<file path="src/rtl/vec_core_pkg.sv">
// Shared types and helpers for the vec_core vector micro-engine:
// opcode encoding, instruction field positions and lane saturation.
package vec_core_pkg;

    typedef enum logic [2:0] {
        OP_NOP   = 3'd0,
        OP_MOV   = 3'd1,
        OP_ADD   = 3'd2,
        OP_SUB   = 3'd3,
        OP_MUL   = 3'd4,
        OP_SCALE = 3'd5,
        OP_OUT   = 3'd6,
        OP_HALT  = 3'd7
    } opcode_e;

    // Working width for pre-saturation results; must be at least 2*W.
    localparam int SAT_XW = 64;

    function automatic int op_lsb(input int ra);
        return 3 * ra;
    endfunction

    function automatic int dst_lsb(input int ra);
        return 2 * ra;
    endfunction

    function automatic int a_lsb(input int ra);
        return ra;
    endfunction

    function automatic logic signed [SAT_XW-1:0] sat_w(input logic signed [SAT_XW-1:0] x,
                                                       input int w);
        logic signed [SAT_XW-1:0] hi;
        logic signed [SAT_XW-1:0] lo;
        hi = (64'sd1 <<< (w - 1)) - 64'sd1;
        lo = -(64'sd1 <<< (w - 1));
        if (x > hi) return hi;
        if (x < lo) return lo;
        return x;
    endfunction

endpackage

</file>
<file path="src/rtl/vec_alu_lane.sv">
// One signed fixed-point lane: move, add, subtract or Q-format multiply,
// saturated to W bits with a flag for any clipped result.
module vec_alu_lane
    import vec_core_pkg::*;
#(
    parameter int W    = 18,
    parameter int FRAC = 14
) (
    input  opcode_e               op,
    input  logic signed [W-1:0]   a,
    input  logic signed [W-1:0]   b,
    output logic signed [W-1:0]   y,
    output logic                  sat_o
);

    logic signed [2*W-1:0]    prod;
    logic signed [SAT_XW-1:0] wide;
    logic signed [SAT_XW-1:0] clip;

    // NOTE: every always_comb output gets a default first so no path leaves it unassigned (no latch).
    always_comb begin
        prod = (2*W)'(a) * (2*W)'(b);
        wide = SAT_XW'(a);
        case (op)
            OP_ADD:           wide = SAT_XW'(a) + SAT_XW'(b);
            OP_SUB:           wide = SAT_XW'(a) - SAT_XW'(b);
            OP_MUL, OP_SCALE: wide = SAT_XW'(prod >>> FRAC);
            default:          wide = SAT_XW'(a);
        endcase
        clip  = sat_w(wide, W);
        y     = clip[W-1:0];
        sat_o = (clip != wide);
    end

endmodule

</file>
<file path="src/rtl/vec_core.sv">
// Vector micro-engine: program RAM, vector register file and a two-state
// sequencer executing one instruction per clock with streamed OUT results.
module vec_core
    import vec_core_pkg::*;
#(
    parameter int W      = 18,
    parameter int FRAC   = 14,
    parameter int LANES  = 3,
    parameter int NIN    = 3,
    parameter int NREG   = 8,
    parameter int PDEPTH = 32,
    localparam int RA    = $clog2(NREG),
    localparam int PA    = $clog2(PDEPTH),
    localparam int IW    = 3 + 3 * RA,
    localparam int VW    = LANES * W
) (
    input  logic                  clk,
    input  logic                  rst,
    input  logic                  prog_we,
    input  logic [PA-1:0]         prog_addr,
    input  logic [IW-1:0]         prog_data,
    input  logic                  start,
    input  logic [PA-1:0]         start_pc,
    input  logic                  abort,
    input  logic [NIN*VW-1:0]     in_vec,
    output logic                  ready,
    output logic                  done,
    output logic                  err,
    output logic                  sat,
    output logic [VW-1:0]         out_vec,
    output logic                  out_valid
);

    typedef enum logic {S_IDLE, S_EXEC} state_e;

    localparam int OP_LSB  = op_lsb(RA);
    localparam int DST_LSB = dst_lsb(RA);
    localparam int A_LSB   = a_lsb(RA);

    state_e          state_q, state_d;
    logic [PA-1:0]   pc_q, pc_d;
    logic [VW-1:0]   regs_q [NREG];
    logic [VW-1:0]   regs_d [NREG];
    logic            done_q, done_d;
    logic            err_q, err_d;
    logic            sat_q, sat_d;
    logic [VW-1:0]   out_vec_q, out_vec_d;
    logic            out_valid_q, out_valid_d;

    logic [IW-1:0]   prog_mem [PDEPTH];
    logic [IW-1:0]   instr;
    opcode_e         op;
    logic [RA-1:0]   dst, ra_sel, rb_sel;
    logic [VW-1:0]   a_vec, b_vec, alu_vec;
    logic [LANES-1:0] lane_sat;

    // NOTE: program RAM has no reset so it maps onto plain RAM and survives rst.
    always_ff @(posedge clk) begin
        if (prog_we && state_q == S_IDLE)
            prog_mem[prog_addr] <= prog_data;
    end

    assign instr  = prog_mem[pc_q];
    assign op     = opcode_e'(instr[OP_LSB +: 3]);
    assign dst    = instr[DST_LSB +: RA];
    assign ra_sel = instr[A_LSB +: RA];
    assign rb_sel = instr[RA-1:0];
    assign a_vec  = regs_q[ra_sel];
    assign b_vec  = regs_q[rb_sel];

    for (genvar j = 0; j < LANES; j++) begin : g_lane
        vec_alu_lane #(.W(W), .FRAC(FRAC)) u_lane (
            .op    (op),
            .a     (a_vec[j*W +: W]),
            .b     ((op == OP_SCALE) ? b_vec[0 +: W] : b_vec[j*W +: W]),
            .y     (alu_vec[j*W +: W]),
            .sat_o (lane_sat[j])
        );
    end

    always_comb begin
        state_d     = state_q;
        pc_d        = pc_q;
        regs_d      = regs_q;
        done_d      = 1'b0;
        err_d       = err_q;
        sat_d       = sat_q;
        out_vec_d   = out_vec_q;
        out_valid_d = 1'b0;
        case (state_q)
            S_IDLE: begin
                if (start) begin
                    state_d = S_EXEC;
                    pc_d    = start_pc;
                    err_d   = 1'b0;
                    sat_d   = 1'b0;
                    for (int i = 0; i < NIN; i++)
                        regs_d[i] = in_vec[i*VW +: VW];
                end
            end
            S_EXEC: begin
                // Abort wins over everything: the instruction at pc is dropped.
                if (abort) begin
                    state_d = S_IDLE;
                end else begin
                    pc_d = pc_q + PA'(1);
                    case (op)
                        OP_MOV, OP_ADD, OP_SUB, OP_MUL, OP_SCALE: begin
                            regs_d[dst] = alu_vec;
                            sat_d       = sat_q | (|lane_sat);
                        end
                        OP_OUT: begin
                            out_vec_d   = a_vec;
                            out_valid_d = 1'b1;
                        end
                        default: ;
                    endcase
                    if (op == OP_HALT) begin
                        state_d = S_IDLE;
                        done_d  = 1'b1;
                    end else if (pc_q == PA'(PDEPTH - 1)) begin
                        state_d = S_IDLE;
                        done_d  = 1'b1;
                        err_d   = 1'b1;
                    end
                end
            end
            default: state_d = S_IDLE;
        endcase
    end

    // NOTE: sequential state uses non-blocking assignments only.
    always_ff @(posedge clk or posedge rst) begin
        if (rst) begin
            state_q     <= S_IDLE;
            pc_q        <= '0;
            done_q      <= 1'b0;
            err_q       <= 1'b0;
            sat_q       <= 1'b0;
            out_vec_q   <= '0;
            out_valid_q <= 1'b0;
            for (int i = 0; i < NREG; i++)
                regs_q[i] <= '0;
        end else begin
            state_q     <= state_d;
            pc_q        <= pc_d;
            done_q      <= done_d;
            err_q       <= err_d;
            sat_q       <= sat_d;
            out_vec_q   <= out_vec_d;
            out_valid_q <= out_valid_d;
            regs_q      <= regs_d;
        end
    end

    assign ready     = (state_q == S_IDLE);
    assign done      = done_q;
    assign err       = err_q;
    assign sat       = sat_q;
    assign out_vec   = out_vec_q;
    assign out_valid = out_valid_q;

endmodule

</file>
<file path="config.mk">
export PLATFORM = sky130hd
export DESIGN_NAME = vec_core
export DESIGN_NICKNAME = d
export VERILOG_FILES = /design/src/rtl/vec_core_pkg.sv /design/src/rtl/vec_alu_lane.sv /design/src/rtl/vec_core.sv
export SDC_FILE = /design/constraint.sdc
export NUM_CORES = 2
export LEC_CHECK = 0
export CORE_MARGIN = 1
export CORE_UTILIZATION = 45
export CTS_BUF_LIST = sky130_fd_sc_hd__clkbuf_8
export DETAILED_ROUTE_END_ITERATION = 10
export GPL_TIMING_DRIVEN = 0
export PLACE_DENSITY = 0.65
export SYNTH_ARGS = -nofsm -noshare
export SYNTH_HDL_FRONTEND = slang
export SYNTH_SLANG_ARGS = --single-unit
export TNS_END_PERCENT = 100
</file>
<file path="constraint.sdc">
create_clock -name clk -period 18.9 [get_ports clk]
set_input_delay 2.835 -clock clk [delete_from_list [all_inputs] [get_ports clk]]
set_output_delay 2.835 -clock clk [all_outputs]
set_load 0.02 [all_outputs]
</file>
==> metrics <==
top_reg_cell synth dfrtp_1; GRT Util Overall 0.409; status finished, violations left; CTS root buf clkbuf_8; failing checks max-capacitance violations, max-slew violations, negative setup slack; Yosys cell types 93; Yosys reg bits 880; starting density of the core 0.455; ratio of cells with drive above 1 in the final layout 0.0689; # IOs 248; post-DR vias/cell 6.14; Clock Tree Buf Depth 3; Worst R2R Setup Slack -0.12 ns; Hold Path Class register to register; Critical Path RT 19.74 ns; max-cap violations 20; most common cell after layout, fill and taps aside nand2_1; Netlist Area Pre-Place 0.0836 mm2; syn_area_per_cell 9.35 um2; Iter 0 DRT Violations 9753; Register-to-Register Path Depth 48; via count 73500; GRT overflow 0; CP endpoint kind register; PortBufs 247; Max-slew headroom -0.119; Arr. time, crit path 19.86 ns; max incr delay on CP 1.02 ns; Tcrit/Tclk final 1.01; vias in the first global route 73100; CTS Sinks 880; Slew @ Worst Pin 1.68 ns; reg2reg end regs_q[388]$_DFFE_PP0P_; Post-synth EDFFs 384; Post-CTS Hold Buffers 0; Setup violations, final 41; syn_nets 10500; antenna violations before repair 26; Critical Path Sink regs_q[388]$_DFFE_PP0P_; # H-tree levels 4; DIE AREA 0.187 mm2; Num CTS Buffers 158; Final ANT Viol Nets 0; beginning of the critical path pc_q[2]$_DFFE_PP0P_; largest net degree at the start of global routing 110; synth-to-layout area growth 11.2%; # resized after CTS 0; core area 0.184 mm2; commonest cells after routing, fill and taps aside nand2_1, inv_1, fa_1, nor2_1, dfrtp_1; Synth Warn # 0; hold_sp out_vec[53]$_DFFE_PP0P_; CTS tree done; Worst-path clk slew 0.06 ns; Setup Buffers After CTS 0; final hold violation count 0; first-pass GRT wire length 538000 um; crit-path most repeated cell clkbuf_1; Final Max Slew Viols 180; Skew-Pair Late Insertion Delay 0.99 ns; nets 10900; Mapped Cells 8939; CP max FO 11; Die Span Y 433 um; startpoint types register; die width 433 um; Worst path slowest cell clkbuf_1; RePlAce Congestion 1.08; Setup TNS -1.61 ns; DRC viols 0; achievable clock frequency 52.6 MHz; ys async rst share 0.564; final setup margin -0.120 ns; Post-Route WL 383000 um; sequential fraction of the synthesis area 0.287; WS Path Type register to register; RSZ-0062 raised after global routing no; hpwl dp 294000 um; clock skew 0.0873 ns; min cycle time layout 19.02 ns; Routed wire per std cell 32.0 um; row cnt 157; RR Startpoint pc_q[2]$_DFFE_PP0P_; Pre-antenna DRT Iters 9
metal layers:
layer | track usage | vias to the layer above | wire [um]
li1 | - | 30100 | -
met1 | 0.497 | 36900 | 138000
met2 | 0.614 | 5061 | 165000
met3 | 0.124 | 1443 | 44400
met4 | 0.306 | 28 | 35200
met5 | 0 | - | 195
synthesized netlist by cell type, types with 21 or more instances:
cell type | instances | area share
nand2_1 | 1490 | 0.067
inv_1 | 1257 | 0.056
fa_1 | 990 | 0.24
nor2_1 | 665 | 0.030
dfrtp_1 | 496 | 0.15
o21ai_0 | 420 | 0.025
clkbuf_1 | 411 | 0.018
edfxtp_1 | 384 | 0.14
ha_1 | 377 | 0.056
nand3_1 | 320 | 0.019
a21oi_1 | 226 | 0.014
and2_1 | 197 | 0.015
mux2_2 | 147 | 0.020
a21o_1 | 116 | 0.010
mux4_2 | 102 | 0.027
and3_1 | 101 | 0.0076
a22oi_1 | 92 | 0.0083
xnor2_1 | 86 | 0.0090
buf_1 | 84 | 0.0038
o211ai_1 | 80 | 0.0072
o31ai_1 | 78 | 0.0070
mux2i_1 | 72 | 0.0086
nor2b_1 | 68 | 0.0051
a22o_1 | 47 | 0.0049
nor3_1 | 46 | 0.0028
xor2_1 | 38 | 0.0040
a31oi_1 | 37 | 0.0028
o21a_1 | 36 | 0.0032
a211oi_1 | 30 | 0.0027
nand2b_1 | 26 | 0.0019
o21ai_1 | 26 | 0.0016
buf_2 | 24 | 0.0014
o22ai_1 | 22 | 0.0016
nand4_1 | 21 | 0.0016
through the flow:
step | area, um2 | util | std cells | hold slack [ns] | setup slack, ns
2_1_floorplan | 83600 | - | 8939 | 0.450 | 2.22
3_3_place_gp | 89100 | 0.485 | 11700 | 0.468 | -5.39
3_5_place_dp | 89700 | 0.488 | 11700 | 0.469 | 0.763
4_1_cts | 92800 | 0.505 | 12000 | 0.483 | 0.747
5_1_grt | 92900 | 0.506 | 12000 | 0.516 | 0.0290
6_report | 92900 | 0.506 | 12000 | 0.478 | -0.120
cell families (layout without fill, tap and decap cells):
family | count (synthesis) | count (layout) | synth area share
AOI/OAI and AO/OA | 1422 | 1422 | 0.112
DFF | 880 | 880 | 0.287
and+or+nand+nor | 3008 | 3008 | 0.156
muxes | 322 | 322 | 0.0562
xor gates and xnor gates | 125 | 125 | 0.0133
other | 0 | 12 | 0
adders and majority gates | 1367 | 1367 | 0.294
buffers and inverters | 1815 | 2370 | 0.0829
sequential cells by signal (all words and copies together), names as in the netlist:
signal and count:
err 1, sat 1, done 1, prog_mem 384, out_valid 1, pc_q 5, regs_q 432, out_vec 54
state_q 1
layout make-up:
class                   instances  area [um2]
fillers                     17100       90800
multi-input cells            6244       52800
flip-flops and latches        880       23900
inverters                    1280        4810
well taps                    2464        3080
repair buffers                276        2940
clock buffers                 184        2530
plain buffers                 535        2130
clock inverters                95         601
diodes                         12        30.0
worst min-delay path by stage:
stage | cells after the start | slack, ns | to
floorplan | 2 | 0.45 | regs_q[57]$_DFFE_PP0P_
global placement | 2 | 0.47 | out_vec[49]$_DFFE_PP0P_
detailed placement | 2 | 0.47 | out_vec[53]$_DFFE_PP0P_
CTS | 2 | 0.48 | out_vec[53]$_DFFE_PP0P_
global route | 2 | 0.52 | out_vec[24]$_DFFE_PP0P_
finish | 2 | 0.48 | out_vec[53]$_DFFE_PP0P_
critical path: cells and delay by family, from the launching register on:
family	cells	cell delay (ns)
AO/OA/AOI/OAI	14	4.12
buffers and inverters	17	8.65
adder cells (fa/ha/maj)	7	3.68
multiplexers	1	0.42
flip-flops	1	0.32
AND/OR/NAND/NOR	9	1.59
Power is left out: the tool's default activity adds up to more than one toggle a clock period on the data nets, which glitch-free logic cannot reach.
